===== src/rtl/proc_io_pkg.sv =====
// Shared defaults and helpers for the processor I/O hub and its stream FIFOs.
package proc_io_pkg;

  localparam int DEF_NUIOIN = 4;
  localparam int DEF_NUIOOU = 4;
  localparam int DEF_NBIN   = 19;
  localparam int DEF_NBOUT  = 28;
  localparam int DEF_FDEPTH = 4;

  function automatic int clog2(input int value);
    int r;
    r = 0;
    while ((1 << r) < value) r = r + 1;
    return r;
  endfunction

  // Lowest bit of port idx inside a packed multi-port bus.
  function automatic int slice_lo(input int idx, input int width);
    return idx * width;
  endfunction

endpackage


===== src/rtl/io_sync_fifo.sv =====
// Single-clock stream FIFO; pointers carry one extra wrap bit to tell full from empty.
module io_sync_fifo
  import proc_io_pkg::*;
#(
  parameter int NB    = DEF_NBIN,
  parameter int DEPTH = DEF_FDEPTH
) (
  input  logic          clk,
  input  logic          rst,
  input  logic          push,
  input  logic          pop,
  input  logic [NB-1:0] din,
  output logic [NB-1:0] dout,
  output logic          full,
  output logic          empty
);

  localparam int AW = clog2(DEPTH);

  logic [AW:0]   r_wrPtr;
  logic [AW:0]   r_rdPtr;
  logic [NB-1:0] r_mem [DEPTH];
  logic          w_push;
  logic          w_pop;

  assign empty  = (r_wrPtr == r_rdPtr);
  assign full   = (r_wrPtr[AW] != r_rdPtr[AW]) && (r_wrPtr[AW-1:0] == r_rdPtr[AW-1:0]);
  assign w_push = push & ~full;
  assign w_pop  = pop & ~empty;
  assign dout   = r_mem[r_rdPtr[AW-1:0]];

  always_ff @(posedge clk or posedge rst) begin
    if (rst) begin
      r_wrPtr <= '0;
      r_rdPtr <= '0;
    end else begin
      if (w_push) r_wrPtr <= r_wrPtr + {{AW{1'b0}}, 1'b1};
      if (w_pop)  r_rdPtr <= r_rdPtr + {{AW{1'b0}}, 1'b1};
    end
  end

  // Storage needs no reset: emptied pointers make stale entries unreachable.
  always_ff @(posedge clk) begin
    if (w_push) r_mem[r_wrPtr[AW-1:0]] <= din;
  end

endmodule


===== src/rtl/proc_io_hub.sv =====
// Host-side endpoint for the float processor's port-mapped I/O strobes.
// Sticky underflow/overflow flags are built only when PROC_IO_HUB_ERR_EN is defined.
module proc_io_hub
  import proc_io_pkg::*;
#(
  parameter int NUIOIN = DEF_NUIOIN,
  parameter int NUIOOU = DEF_NUIOOU,
  parameter int NBIN   = DEF_NBIN,
  parameter int NBOUT  = DEF_NBOUT,
  parameter int FDEPTH = DEF_FDEPTH
) (
  input  logic                    clk,
  input  logic                    rst,
  input  logic [NUIOIN*NBIN-1:0]  s_data,
  input  logic [NUIOIN-1:0]       s_valid,
  output logic [NUIOIN-1:0]       s_ready,
  input  logic [NUIOIN-1:0]       req_in,
  output logic [NBIN-1:0]         io_in,
  input  logic [NUIOOU-1:0]       out_en,
  input  logic [NBOUT-1:0]        io_out,
  output logic [NUIOOU*NBOUT-1:0] m_data,
  output logic [NUIOOU-1:0]       m_valid,
  input  logic [NUIOOU-1:0]       m_ready,
  input  logic                    err_clr,
  output logic [NUIOIN-1:0]       underflow,
  output logic [NUIOOU-1:0]       overflow
);

  logic [NUIOIN-1:0]            w_full;
  logic [NUIOIN-1:0]            w_empty;
  logic [NUIOIN-1:0]            w_push;
  logic [NUIOIN-1:0]            w_pop;
  logic [NUIOIN-1:0]            w_rdGnt;
  logic [NUIOOU-1:0]            w_wrGnt;
  logic [NUIOIN-1:0]            w_undEvt;
  logic [NUIOOU-1:0]            w_ovfEvt;
  logic [NUIOIN-1:0][NBIN-1:0]  w_dout;
  logic [NBIN-1:0]              w_ioIn;
  logic [NUIOIN-1:0][NBIN-1:0]  r_hold;
  logic [NUIOOU-1:0][NBOUT-1:0] r_mData;
  logic [NUIOOU-1:0]            r_mValid;

  // Isolating the lowest set bit serves non-one-hot strobes by lowest index.
  assign w_rdGnt  = req_in & (~req_in + NUIOIN'(1));
  assign w_wrGnt  = out_en & (~out_en + NUIOOU'(1));

  assign w_push   = s_valid & ~w_full;
  assign w_pop    = w_rdGnt & ~w_empty;
  assign w_undEvt = w_rdGnt & w_empty;
  assign w_ovfEvt = w_wrGnt & r_mValid & ~m_ready;

  assign s_ready  = ~w_full;
  assign io_in    = w_ioIn;
  assign m_data   = r_mData;
  assign m_valid  = r_mValid;

  for (genvar k = 0; k < NUIOIN; k++) begin : g_fifo
    io_sync_fifo #(
      .NB    (NBIN),
      .DEPTH (FDEPTH)
    ) u_fifo (
      .clk   (clk),
      .rst   (rst),
      .push  (w_push[k]),
      .pop   (w_pop[k]),
      .din   (s_data[slice_lo(k, NBIN) +: NBIN]),
      .dout  (w_dout[k]),
      .full  (w_full[k]),
      .empty (w_empty[k])
    );
  end

  always_comb begin
    w_ioIn = '0;
    for (int k = 0; k < NUIOIN; k++) begin
      if (w_rdGnt[k]) w_ioIn = w_empty[k] ? r_hold[k] : w_dout[k];
    end
  end

  always_ff @(posedge clk or posedge rst) begin
    if (rst) begin
      r_hold <= '0;
    end else begin
      for (int k = 0; k < NUIOIN; k++) begin
        if (w_pop[k]) r_hold[k] <= w_dout[k];
      end
    end
  end

  // A fresh strobe always wins, so a word loaded alongside a handshake keeps valid high.
  always_ff @(posedge clk or posedge rst) begin
    if (rst) begin
      r_mData  <= '0;
      r_mValid <= '0;
    end else begin
      for (int k = 0; k < NUIOOU; k++) begin
        if (w_wrGnt[k]) begin
          r_mData[k]  <= io_out;
          r_mValid[k] <= 1'b1;
        end else if (r_mValid[k] && m_ready[k]) begin
          r_mValid[k] <= 1'b0;
        end
      end
    end
  end

`ifdef PROC_IO_HUB_ERR_EN
  logic [NUIOIN-1:0] r_underflow;
  logic [NUIOOU-1:0] r_overflow;

  always_ff @(posedge clk or posedge rst) begin
    if (rst) begin
      r_underflow <= '0;
      r_overflow  <= '0;
    end else begin
      r_underflow <= (err_clr ? '0 : r_underflow) | w_undEvt;
      r_overflow  <= (err_clr ? '0 : r_overflow) | w_ovfEvt;
    end
  end

  assign underflow = r_underflow;
  assign overflow  = r_overflow;
`else
  logic w_unusedErr;

  assign w_unusedErr = &{1'b0, err_clr, w_undEvt, w_ovfEvt};
  assign underflow   = '0;
  assign overflow    = '0;
`endif

endmodule


===== config.mk =====
export PLATFORM = sky130hd
export DESIGN_NAME = proc_io_hub
export DESIGN_NICKNAME = d
export VERILOG_FILES = /design/src/rtl/proc_io_pkg.sv /design/src/rtl/io_sync_fifo.sv /design/src/rtl/proc_io_hub.sv
export SDC_FILE = /design/constraint.sdc
export NUM_CORES = 1
export LEC_CHECK = 0
export CAP_MARGIN = 10
export CORE_MARGIN = 3
export CORE_UTILIZATION = 30
export DETAILED_ROUTE_END_ITERATION = 10
export PLACE_DENSITY = 0.54
export SYNTH_ARGS = -nofsm -noshare
export SYNTH_HDL_FRONTEND = slang
export SYNTH_SLANG_ARGS = --single-unit

===== constraint.sdc =====
create_clock -name clk -period 14.25 [get_ports clk]
set_input_delay 2.85 -clock clk [delete_from_list [all_inputs] [get_ports clk]]
set_output_delay 2.85 -clock clk [all_outputs]
set_load 0.01 [all_outputs]

# Word-level counts from Yosys, hierarchy flattened

Memories as Yosys holds them, arrays and structs flattened.
Index checks and enable logic that the tools add are counted.

Mux-type cells: 24
Reductions and logical operators: 12
Equal/unequal tests: 12
Add/sub/neg operators: 10
Bitwise gates (word level): 24

Operator list:

| operator              | number |
|---|---|
| $mux W19              | 8 |
| $add A3 B1 Y3 const B | 8 |
| $and A4 B4 Y4         | 4 |
| $mux W1               | 16 |
| $not A4 Y4            | 4 |
| $eq A3 B3 Y1          | 4 |
| $add A4 B1 Y4 const B | 2 |
| $and A1 B1 Y1         | 8 |
| $eq A2 B2 Y1          | 4 |
| $logic_and A1 B1 Y1   | 8 |
| $not A1 Y1            | 8 |
| $reduce_bool A2 Y1    | 4 |
| $ne A1 B1 Y1          | 4 |

Output and inout port bits: 147
Memories kept: 4
Word-level logic and storage cells: 106
Bits in registers: 216
Input bits: 123
Bits in writable memories: 304

Memories:

| memory                 | depth | width | rd ports | clocked after memory_dff | write ports | RTL line           | source |
|---|---|---|---|---|---|---|---|
| g_fifo[0].u_fifo.r_mem | 4     | 19    | 1        | 0                        | 1           | io_sync_fifo.sv:22 | `logic [NB-1:0] r_mem [DEPTH];` |
| g_fifo[1].u_fifo.r_mem | 4     | 19    | 1        | 0                        | 1           | io_sync_fifo.sv:22 |  |
| g_fifo[2].u_fifo.r_mem | 4     | 19    | 1        | 0                        | 1           | io_sync_fifo.sv:22 |  |
| g_fifo[3].u_fifo.r_mem | 4     | 19    | 1        | 0                        | 1           | io_sync_fifo.sv:22 |  |

# Longest topological paths before layout

Gate-level depths: netlist of run 1.

Depth in word-level cells: 7
Depth in mapped cells: 7
Gate-level depth less buffers: 5

# Hierarchy

A second synthesis of run 1 with hierarchy kept.

Cells, all modules: 1,167
Area, all modules: 21,456.8 µm²

Modules (own cells, without submodules):

| module       | area an instance (µm²) | instances | seq. area each (µm²) | cells each |
|---|---|---|---|---|
| io_sync_fifo | 3,249.4                | 4         | 2,432.3              | 150 |
| proc_io_hub  | 8,459.4                | 1         | 4,804.6              | 567 |

# Worst setup path before layout of run 1

No wires, ideal clock.

Kind: input port to output port
Start point: input req_in[0]
End point: output io_in[11]
Stages on the path: 7
Data required time: 11.400 ns
Arrival: 4.245 ns
Buffers on the path: 2
Setup slack: 7.155 ns
Path through: or4b_4 and4b_1 buf_6 buf_12 a22oi_1 and3_1 nand4_1

Longest elaborated chain between the ends: 7

RTL lines:

| what                  | RTL line          | source |
|---|---|---|
| start: declaration    | proc_io_hub.sv:17 | `input logic [NUIOIN-1:0] req_in,` |
| $not A4 Y4            | proc_io_hub.sv:44 | `assign w_rdGnt = req_in & (~req_in + NUIOIN'(1));` |
| $add A4 B1 Y4         | proc_io_hub.sv:44 |  |
| $and A4 B4 Y4 *       | proc_io_hub.sv:44 |  |
| $mux W19 (3 in a row) | proc_io_hub.sv:76 | `if (w_rdGnt[k]) w_ioIn = w_empty[k] ? r_hold[k] : w_dout[k];` |
| $mux W19 *            | proc_io_hub.sv:76 |  |
| end: declaration      | proc_io_hub.sv:18 | `output logic [NBIN-1:0] io_in,` |

Mark *: on every way between the ends. The rest lies on a longest branch, timed or not.

# Worst setup path in the final report of run 1

Start point: input req_in[0]
End point: output io_in[15]

Same word-level chain as after synthesis.

==> Implementation_results.wiki, run 1 <==
{| class="wikitable"
! Metric !! Value
|-
| Maximum clock rate || 108.5 MHz
|-
| Maximum number of pins on one net before global-route repair || 81
|-
| Worst path cell trace || clkdlybuf4s50_1 -> or4b_4 -> and4b_1 -> a22oi_1 -> and3_1 -> nand4_1 -> clkdlybuf4s50_1
|-
| Switching part of the total || 31.26%
|-
| Proportion of power drawn by combinational gates || between 20% and 30%
|-
| Global-route wire length before repair || 75.22 mm
|-
| Mapped Cells || between 1,000 and 1,500
|-
| Library cells used by synthesis || 52
|-
| Final hold slack || about 0.47 ns
|-
| Footprint of the multi-input gates || 5532 um2
|-
| Count of buffers inserted at the top-level ports || 260
|-
| Internal power || 3545 uW
|-
| Buffers and inverters on the worst path || 2
|-
| Layout area overhead || 26.53%
|-
| Postcts setup bufs || 0
|-
| Worst Path Arrival || 6.37 ns
|-
| Die outline area || ~70,000 um2
|-
| Flop and latch count out of synthesis || 520
|-
| CP max FO || 18
|-
| Slew Limit Headroom || between 20% and 30%
|-
| Yosys Warn Count || 0
|-
| Unrepaired setup endpoints after global routing || no
|-
| Kind of end point of the critical path || primary output
|-
| Slew @ Worst Pin || 1.153 ns
|-
| Placeable Area || ~67,000 um2
|-
| Xor-xnor portion of the synthesized cell area || 1.372%
|-
| HP Start || r_hold[18]$_DFFE_PP0P_
|-
| Portion of the clock cycle consumed by the worst path in the final layout || around two thirds
|-
| Area after DPL || ~24,000 um2
|-
| Share of synthesized registers carrying an async set or reset || 41.54%
|-
| Routed len/inst || 20.86 um
|-
| Net Switching || roughly 1600 uW
|-
| CTS max path bufs || 3
|-
| Length in cells of the worst reg-to-reg path || 5
|-
| Post-cts resize count || 0
|-
| Status || complete, no violations
|-
| Setup tns final || 0 ns
|-
| Cts bufs inserted || 56
|-
| Latest clock arrival within the worst-skew pair || 0.63 ns
|-
| Number of global-route vias before repair || roughly 12,000
|-
| Worst min path class || flip-flop to flip-flop
|-
| Number of nets at the end of the flow || 1,647
|-
| Critical path origin || req_in[0]
|-
| Number of pins exceeding their max-slew limit in the final report || 0
|-
| Data required time at the worst endpoint || 11.40 ns
|-
| Termination of the worst setup path || io_in[15]
|-
| Count of flip-flops with a built-in enable after synthesis || 304
|-
| DRT iter0 DRCs || 745
|-
| Fraction of layout instances using a drive strength above 1 || 19.78%
|-
| Number of max-cap violations || 0
|-
| Final-layout fill cell count || ~6,200
|-
| Final hold violation count || 0
|-
| Per-instance average area after synthesis || approximately 17 um2
|-
| Std cell rows || 95
|-
| Clock period minus worst slack || 9.215 ns
|-
| Combinational family with the most area after synthesis || multiplexers
|-
| Overall fraction of global-route tracks in use || between 10 and 15%
|-
| DRC errors left || 0
|-
| CTS tree || done
|-
| Netlist area before placement || 20,430 um2
|-
| Sequential cell area in the final layout || 14,530 um2
|-
| Slowest Stage Delay on Critical Path || 0.94 ns
|-
| Register clock-pin slew on the reported worst setup and hold paths || about 0.06 ns
|-
| Number of gates on the worst path with buffers counted || 7
|-
| Global placement routability congestion || 0.7519
|-
| Post-Synth Adder-Cell Area || 1.225%
|-
| Most common cell after layout, fill and taps aside || sky130_fd_sc_hd__edfxtp_1
|-
| Post-Route Skew || 0.03383 ns
|-
| Sequential-to-total area share from yosys stat || between 70% and 80%
|-
| Simple-gate portion of the synthesized area || 6.901%
|-
| Deepest level of the CTS H-tree || 2
|-
| Final core utilization || 38.43%
|-
| FF-to-FF End || g_fifo[2].u_fifo.r_mem[3][1]$_DFFE_PP_
|-
| Global-route congestion overflow total || 0
|-
| Horizontal die dimension || 267.0 um
|-
| Avg Vias per Cell || 4.639
|-
| Part of the total power dissipated in the clock network || 28.5%
|-
| Number of antenna violations at the first check in global routing || 4
|-
| Root Driver || sky130_fd_sc_hd__clkbuf_16
|-
| Final worst slack || 5.035 ns
|-
| Pre-CTS setup slack || 5.022 ns
|-
| Count of endpoints failing setup in the final report || 0
|-
| TritonRoute pass-1 iters || 5
|-
| Library cell contributing the largest single delay on the critical path || sky130_fd_sc_hd__and4b_1
|-
| Sequential share of power || 41.9%
|-
| Vertical extent of the die || 267.0 um
|-
| Compound-cell area share of the yosys netlist || 2.541%
|-
| Most common flop cell mapped by yosys || sky130_fd_sc_hd__edfxtp_1
|-
| Final design instance area without fill || roughly 26,000 um2
|-
| Antenna viol nets, final || 0
|-
| CTS Hold Buffers Added || 0
|-
| Clock Sink Count || 520
|-
| Initial standard-cell utilization of the core || 30.37%
|-
| Reg2reg start || g_fifo[2].u_fifo.r_rdPtr[0]$_DFFE_PP0P_
|-
| Startpoint Class || input pin
|-
| Via count || 11,250
|-
| Worst setup path class || input pin to primary output
|-
| Leakage || 0.009797 uW
|-
| Cell class contributing the biggest share of worst-path delay || simple AND/OR/NAND/NOR gates
|-
| Worst Hold Path Cells || 2
|-
| Most numerous cell on the critical path || sky130_fd_sc_hd__clkdlybuf4s50_1
|-
| Worst IR drop on VDD || 0.0001127 V
|-
| I/O pin count || 270
|-
| Highest-count cells in the layout ignoring fill and taps || 304 x sky130_fd_sc_hd__edfxtp_1, 259 x sky130_fd_sc_hd__clkdlybuf4s50_1, 216 x sky130_fd_sc_hd__dfrtp_1
|-
| Routed Wire Length || 50.61 mm
|-
| Power density relative to cell area || 199.5 nW/um2
|-
| HPWL after DPL || 34.13 mm
|-
| R2R setup slack || 11.35 ns
|-
| Mux share of post-synthesis cell area || between 10% and 20%
|}
[registers in the layout, indices dropped and copies added (netlist names)]
| name | count |
|---|---|
| g_fifo.u_fifo.r_wrPtr | 12 |
| m_valid | 4 |
| g_fifo.u_fifo.r_rdPtr | 12 |
| g_fifo.u_fifo.r_mem | 304 |
| r_hold | 76 |
| m_data | 112 |
[cells by family after synthesis]
group	after synthesis
multiplexers	193
AO/OA/AOI/OAI	75
buffers and inverters	74
AND/OR/NAND/NOR	305
XOR/XNOR	32
flip-flops	520
adder cells (fa/ha/maj)	20
other	1
[metrics by stage]
| stage | std cells | total power, uW |
|---|---|---|
| floorplan | 1227 | 3061 |
| global placement | 2319 | 3727 |
| detailed placement | 2319 | 3754 |
| CTS | 2425 | 5254 |
| global route | 2425 | 5449 |
| finish | 2426 | 5157 |
[power groups by stage]
stage	logic, uW	registers, uW	clock network (uW)
after floorplan	878	2180	0
after global placement	1550	2180	0
after detailed placement	1560	2190	0
after CTS	1570	2170	1520
after global routing	1670	2200	1580
final	1520	2160	1470
[worst register-to-register path, delay by kind of cell, from the launching register on]
family,cells,cell delay (ns)
AOI/OAI and AO/OA,1,0.39
and+or+nand+nor,2,1.03
DFF,1,0.33
buffers and inverters,1,0.40
xor gates and xnor gates,1,0.35
[final cells by class]
cell class,instances,area share (%)
clock buffers,66,5.687
repair buffers,279,10.60
flip-flops and latches,520,56.22
diodes,1,0.009679
well taps,873,4.225
clock inverters,40,1.636
inverters,14,0.2323
multi-input cells,633,21.40
[worst min path at each step]
stage,end,slack (ns)
after floorplan,r_hold[18]$_DFFE_PP0P_,0.44
after global placement,r_hold[37]$_DFFE_PP0P_,0.46
after detailed placement,r_hold[18]$_DFFE_PP0P_,0.46
after CTS,r_hold[18]$_DFFE_PP0P_,0.48
after global routing,r_hold[25]$_DFFE_PP0P_,0.50
final,r_hold[18]$_DFFE_PP0P_,0.47
[routing by layer]
layer,share of wire [%],up-vias,global-route usage [%]
li1,-,5095,-
met1,42,5733,18.05
met2,48,343,23.34
met3,7.4,77,3.881
met4,2.3,6,3.942
met5,0.081,-,0
[cells in the mapped netlist (3+ instances only)]
cell type	instances	share of area (%)
sky130_fd_sc_hd__a21o_1	21	0.77
sky130_fd_sc_hd__a21oi_1	18	0.44
sky130_fd_sc_hd__a22oi_1	16	0.59
sky130_fd_sc_hd__and2_1	28	0.86
sky130_fd_sc_hd__and3_1	24	0.73
sky130_fd_sc_hd__buf_1	5	0.092
sky130_fd_sc_hd__buf_2	16	0.39
sky130_fd_sc_hd__buf_4	8	0.29
sky130_fd_sc_hd__clkbuf_1	22	0.40
sky130_fd_sc_hd__clkbuf_8	5	0.34
sky130_fd_sc_hd__dfrtp_1	216	26
sky130_fd_sc_hd__edfxtp_1	304	45
sky130_fd_sc_hd__ha_1	20	1.2
sky130_fd_sc_hd__inv_1	14	0.26
sky130_fd_sc_hd__mux2_2	115	6.3
sky130_fd_sc_hd__mux2i_1	4	0.20
sky130_fd_sc_hd__mux4_1	6	0.77
sky130_fd_sc_hd__mux4_2	68	7.5
sky130_fd_sc_hd__nand2_1	212	3.9
sky130_fd_sc_hd__nand2b_1	3	0.092
sky130_fd_sc_hd__nand3_1	4	0.098
sky130_fd_sc_hd__nand4_1	18	0.55
sky130_fd_sc_hd__o21ai_0	7	0.17
sky130_fd_sc_hd__xnor2_1	21	0.90
sky130_fd_sc_hd__xor2_1	11	0.47
No activity file was read; power rests on OpenSTA's default activity.
==> run 2: changes to the inputs <==
Clock period 14.25 ns to 9.1 ns, I/O delays scaled along.
==> Implementation_results.wiki, run 2 (synthesized netlist as in run 1, its figures left out) <==
{| class="wikitable"
! Metric !! Value
|-
| Switching part of the total || 30.54% (-0.72 points)
|-
| Vertical extent of the die || 267.0 um (unchanged)
|-
| CTS Hold Buffers Added || 0 (unchanged)
|-
| Slew @ Worst Pin || 1.158 ns (+0.005367 ns)
|-
| Slew Limit Headroom || 22.79% (-0.36 points)
|-
| Setup tns final || 0 ns (unchanged)
|-
| Proportion of power drawn by combinational gates || 28.9% (-0.7 points)
|-
| Layout area overhead || 27.15%
|-
| HPWL after DPL || 34.21 mm (+0.22%)
|-
| Net Switching || 2499 uW (+55%)
|-
| Post-cts resize count || 0 (unchanged)
|-
| Maximum clock rate || 141.3 MHz
|-
| Clock Sink Count || 520 (unchanged)
|-
| DRC errors left || 0 (unchanged)
|-
| Die outline area || 71,280 um2 (unchanged)
|-
| Met3 wirelength from detailed routing || 3.081 mm (-18%)
|-
| Latest clock arrival within the worst-skew pair || 0.63 ns (about the same)
|-
| Routed len/inst || 20.72 um (-0.69%)
|-
| Number of pins exceeding their max-slew limit in the final report || 0 (unchanged)
|-
| R2R setup slack || 6.18 ns (-5.17 ns)
|-
| Sequential share of power || 41.4% (-0.5 points)
|-
| Highest-count cells in the layout ignoring fill and taps || 304 x sky130_fd_sc_hd__edfxtp_1, 259 x sky130_fd_sc_hd__clkdlybuf4s50_1, 216 x sky130_fd_sc_hd__dfrtp_1
|-
| Overall fraction of global-route tracks in use || 13.97% (-0.063 points)
|-
| Startpoint Class || input pin
|-
| Part of the total power dissipated in the clock network || 29.6% (+1.1 points)
|-
| CTS max path bufs || 3 (unchanged)
|-
| I/O pin count || 270 (unchanged)
|-
| Global-route congestion overflow total || 0 (unchanged)
|-
| Routed length on met2 || 24.21 mm (-0.28%)
|-
| Final worst slack || 2.022 ns (-3.013 ns)
|-
| Worst setup path class || input pin to primary output
|-
| Final hold violation count || 0 (unchanged)
|-
| Fraction of layout instances using a drive strength above 1 || 19.74% (-0.038 points)
|-
| Global-route wire length before repair || 74.70 mm (-0.70%)
|-
| Postcts setup bufs || 0 (unchanged)
|-
| Deepest level of the CTS H-tree || 2 (unchanged)
|-
| TritonRoute pass-1 iters || 4 (-1)
|-
| Cts bufs inserted || 58 (+3.6%)
|-
| Most common cell after layout, fill and taps aside || sky130_fd_sc_hd__edfxtp_1
|-
| Met1 Routed Length || 21.89 mm (+2.5%)
|-
| Number of nets at the end of the flow || 1,649 (+0.12%)
|-
| Worst Path Arrival || 5.26 ns (-1.11 ns)
|-
| Clock period minus worst slack || 7.078 ns
|-
| Number of max-cap violations || 0 (unchanged)
|-
| Power density relative to cell area || 315.0 nW/um2 (+58%)
|-
| CTS tree || done
|-
| Final core utilization || 38.61% (+0.19 points)
|-
| Count of buffers inserted at the top-level ports || 260 (unchanged)
|-
| Kind of end point of the critical path || primary output
|-
| Portion of the clock cycle consumed by the worst path in the final layout || slightly below 80%
|-
| CP max FO || 18 (unchanged)
|-
| DRT iter0 DRCs || 575 (-23%)
|-
| Antenna viol nets, final || 0 (unchanged)
|-
| Footprint of the multi-input gates || 5532 um2 (unchanged)
|-
| Unrepaired setup endpoints after global routing || no
|-
| Routed Wire Length || 50.32 mm (-0.57%)
|-
| Highest layer used for signal routing || met5
|-
| Register clock-pin slew on the reported worst setup and hold paths || 0.06 ns (about the same)
|-
| Worst IR drop on VDD || 0.0001646 V (+46%)
|-
| Std cell rows || 95 (unchanged)
|-
| Number of global-route vias before repair || 11,570 (-0.81%)
|-
| Maximum number of pins on one net before global-route repair || 89 (+9.9%)
|-
| Root Driver || sky130_fd_sc_hd__clkbuf_16
|-
| Pre-CTS setup slack || 1.941 ns (-3.081 ns)
|-
| Final-layout fill cell count || 6,217 (-0.38%)
|-
| Sequential cell area in the final layout || 14,530 um2 (unchanged)
|-
| Post-Route Skew || 0.03658 ns (+0.002753 ns)
|-
| Number of flip-flops under the largest register name || 304 (unchanged)
|-
| Placeable Area || 67,280 um2 (unchanged)
|-
| Count of endpoints failing setup in the final report || 0 (unchanged)
|-
| Via count || 11,220 (-0.28%)
|-
| Horizontal die dimension || 267.0 um (unchanged)
|-
| Initial standard-cell utilization of the core || 30.37% (unchanged)
|-
| Worst min path class || flip-flop to flip-flop
|-
| Avg Vias per Cell || 4.620 (-0.41%)
|-
| Data required time at the worst endpoint || 7.28 ns (-4.12 ns)
|-
| Number of antenna violations at the first check in global routing || 5 (+1)
|-
| Internal power || 5684 uW (+60%)
|-
| Final hold slack || 0.4752 ns (+0.001791 ns)
|-
| Leakage || 0.009857 uW (+0.62%)
|-
| Status || complete, no violations
|-
| Global placement routability congestion || 0.7489 (-0.40%)
|}
## run 2: area by class of cell
type                    instances  share of cell area [%]
inverters                      14                  0.2312
well taps                     873                   4.205
multi-input cells             633                   21.29
diodes                          1                0.009633
clock buffers                  75                   5.987
repair buffers                279                   10.55
flip-flops and latches        520                   55.95
clock inverters                34                   1.782
## run 2: critical path: stages
cell and delay (ns):
sky130_fd_sc_hd__clkdlybuf4s50_1 0.58, sky130_fd_sc_hd__or4b_4 0.65, sky130_fd_sc_hd__and4b_1 0.91, sky130_fd_sc_hd__a22oi_1 0.19, sky130_fd_sc_hd__and3_1 0.22, sky130_fd_sc_hd__nand4_1 0.27, sky130_fd_sc_hd__clkdlybuf4s50_1 0.61
## run 2: routing by layer
layer / up-vias / global-route usage (%)
met5: - / 0
met4: 6 / 3.868
met3: 74 / 3.374
met2: 303 / 23.00
met1: 5731 / 18.52
li1: 5108 / -
## run 2: worst paths after layout
path	startpoint	to	cells past startpoint
min in group asynchronous	rst	g_fifo[1].u_fifo.r_wrPtr[0]$_DFFE_PP0P_	2
setup reg to reg	g_fifo[2].u_fifo.r_rdPtr[0]$_DFFE_PP0P_	g_fifo[2].u_fifo.r_mem[1][18]$_DFFE_PP_	5
hold reg to reg	r_hold[39]$_DFFE_PP0P_	r_hold[39]$_DFFE_PP0P_	2
setup / recovery	req_in[0]	io_in[15]	7
hold / removal	r_hold[39]$_DFFE_PP0P_	r_hold[39]$_DFFE_PP0P_	2
max in group asynchronous	rst	g_fifo[3].u_fifo.r_wrPtr[1]$_DFFE_PP0P_	3
## run 2: power by group through the flow
| stage | Combinational (uW) | Sequential (uW) | Clock [uW] |
|---|---|---|---|
| 2_1_floorplan | 1370 | 3420 | 0 |
| 3_3_place_gp | 2410 | 3410 | 0 |
| 3_5_place_dp | 2430 | 3440 | 0 |
| 4_1_cts | 2450 | 3400 | 2500 |
| 5_1_grt | 2600 | 3450 | 2600 |
| 6_report | 2370 | 3390 | 2420 |
## run 2: per-stage QoR
stage	total power, uW	instances	cell area [um2]
5_1_grt	8647	2428	25980
6_report	8184	2429	25980
4_1_cts	8343	2428	25980
2_1_floorplan	4794	1227	20460
3_5_place_dp	5873	2319	23960
3_3_place_gp	5825	2319	23960
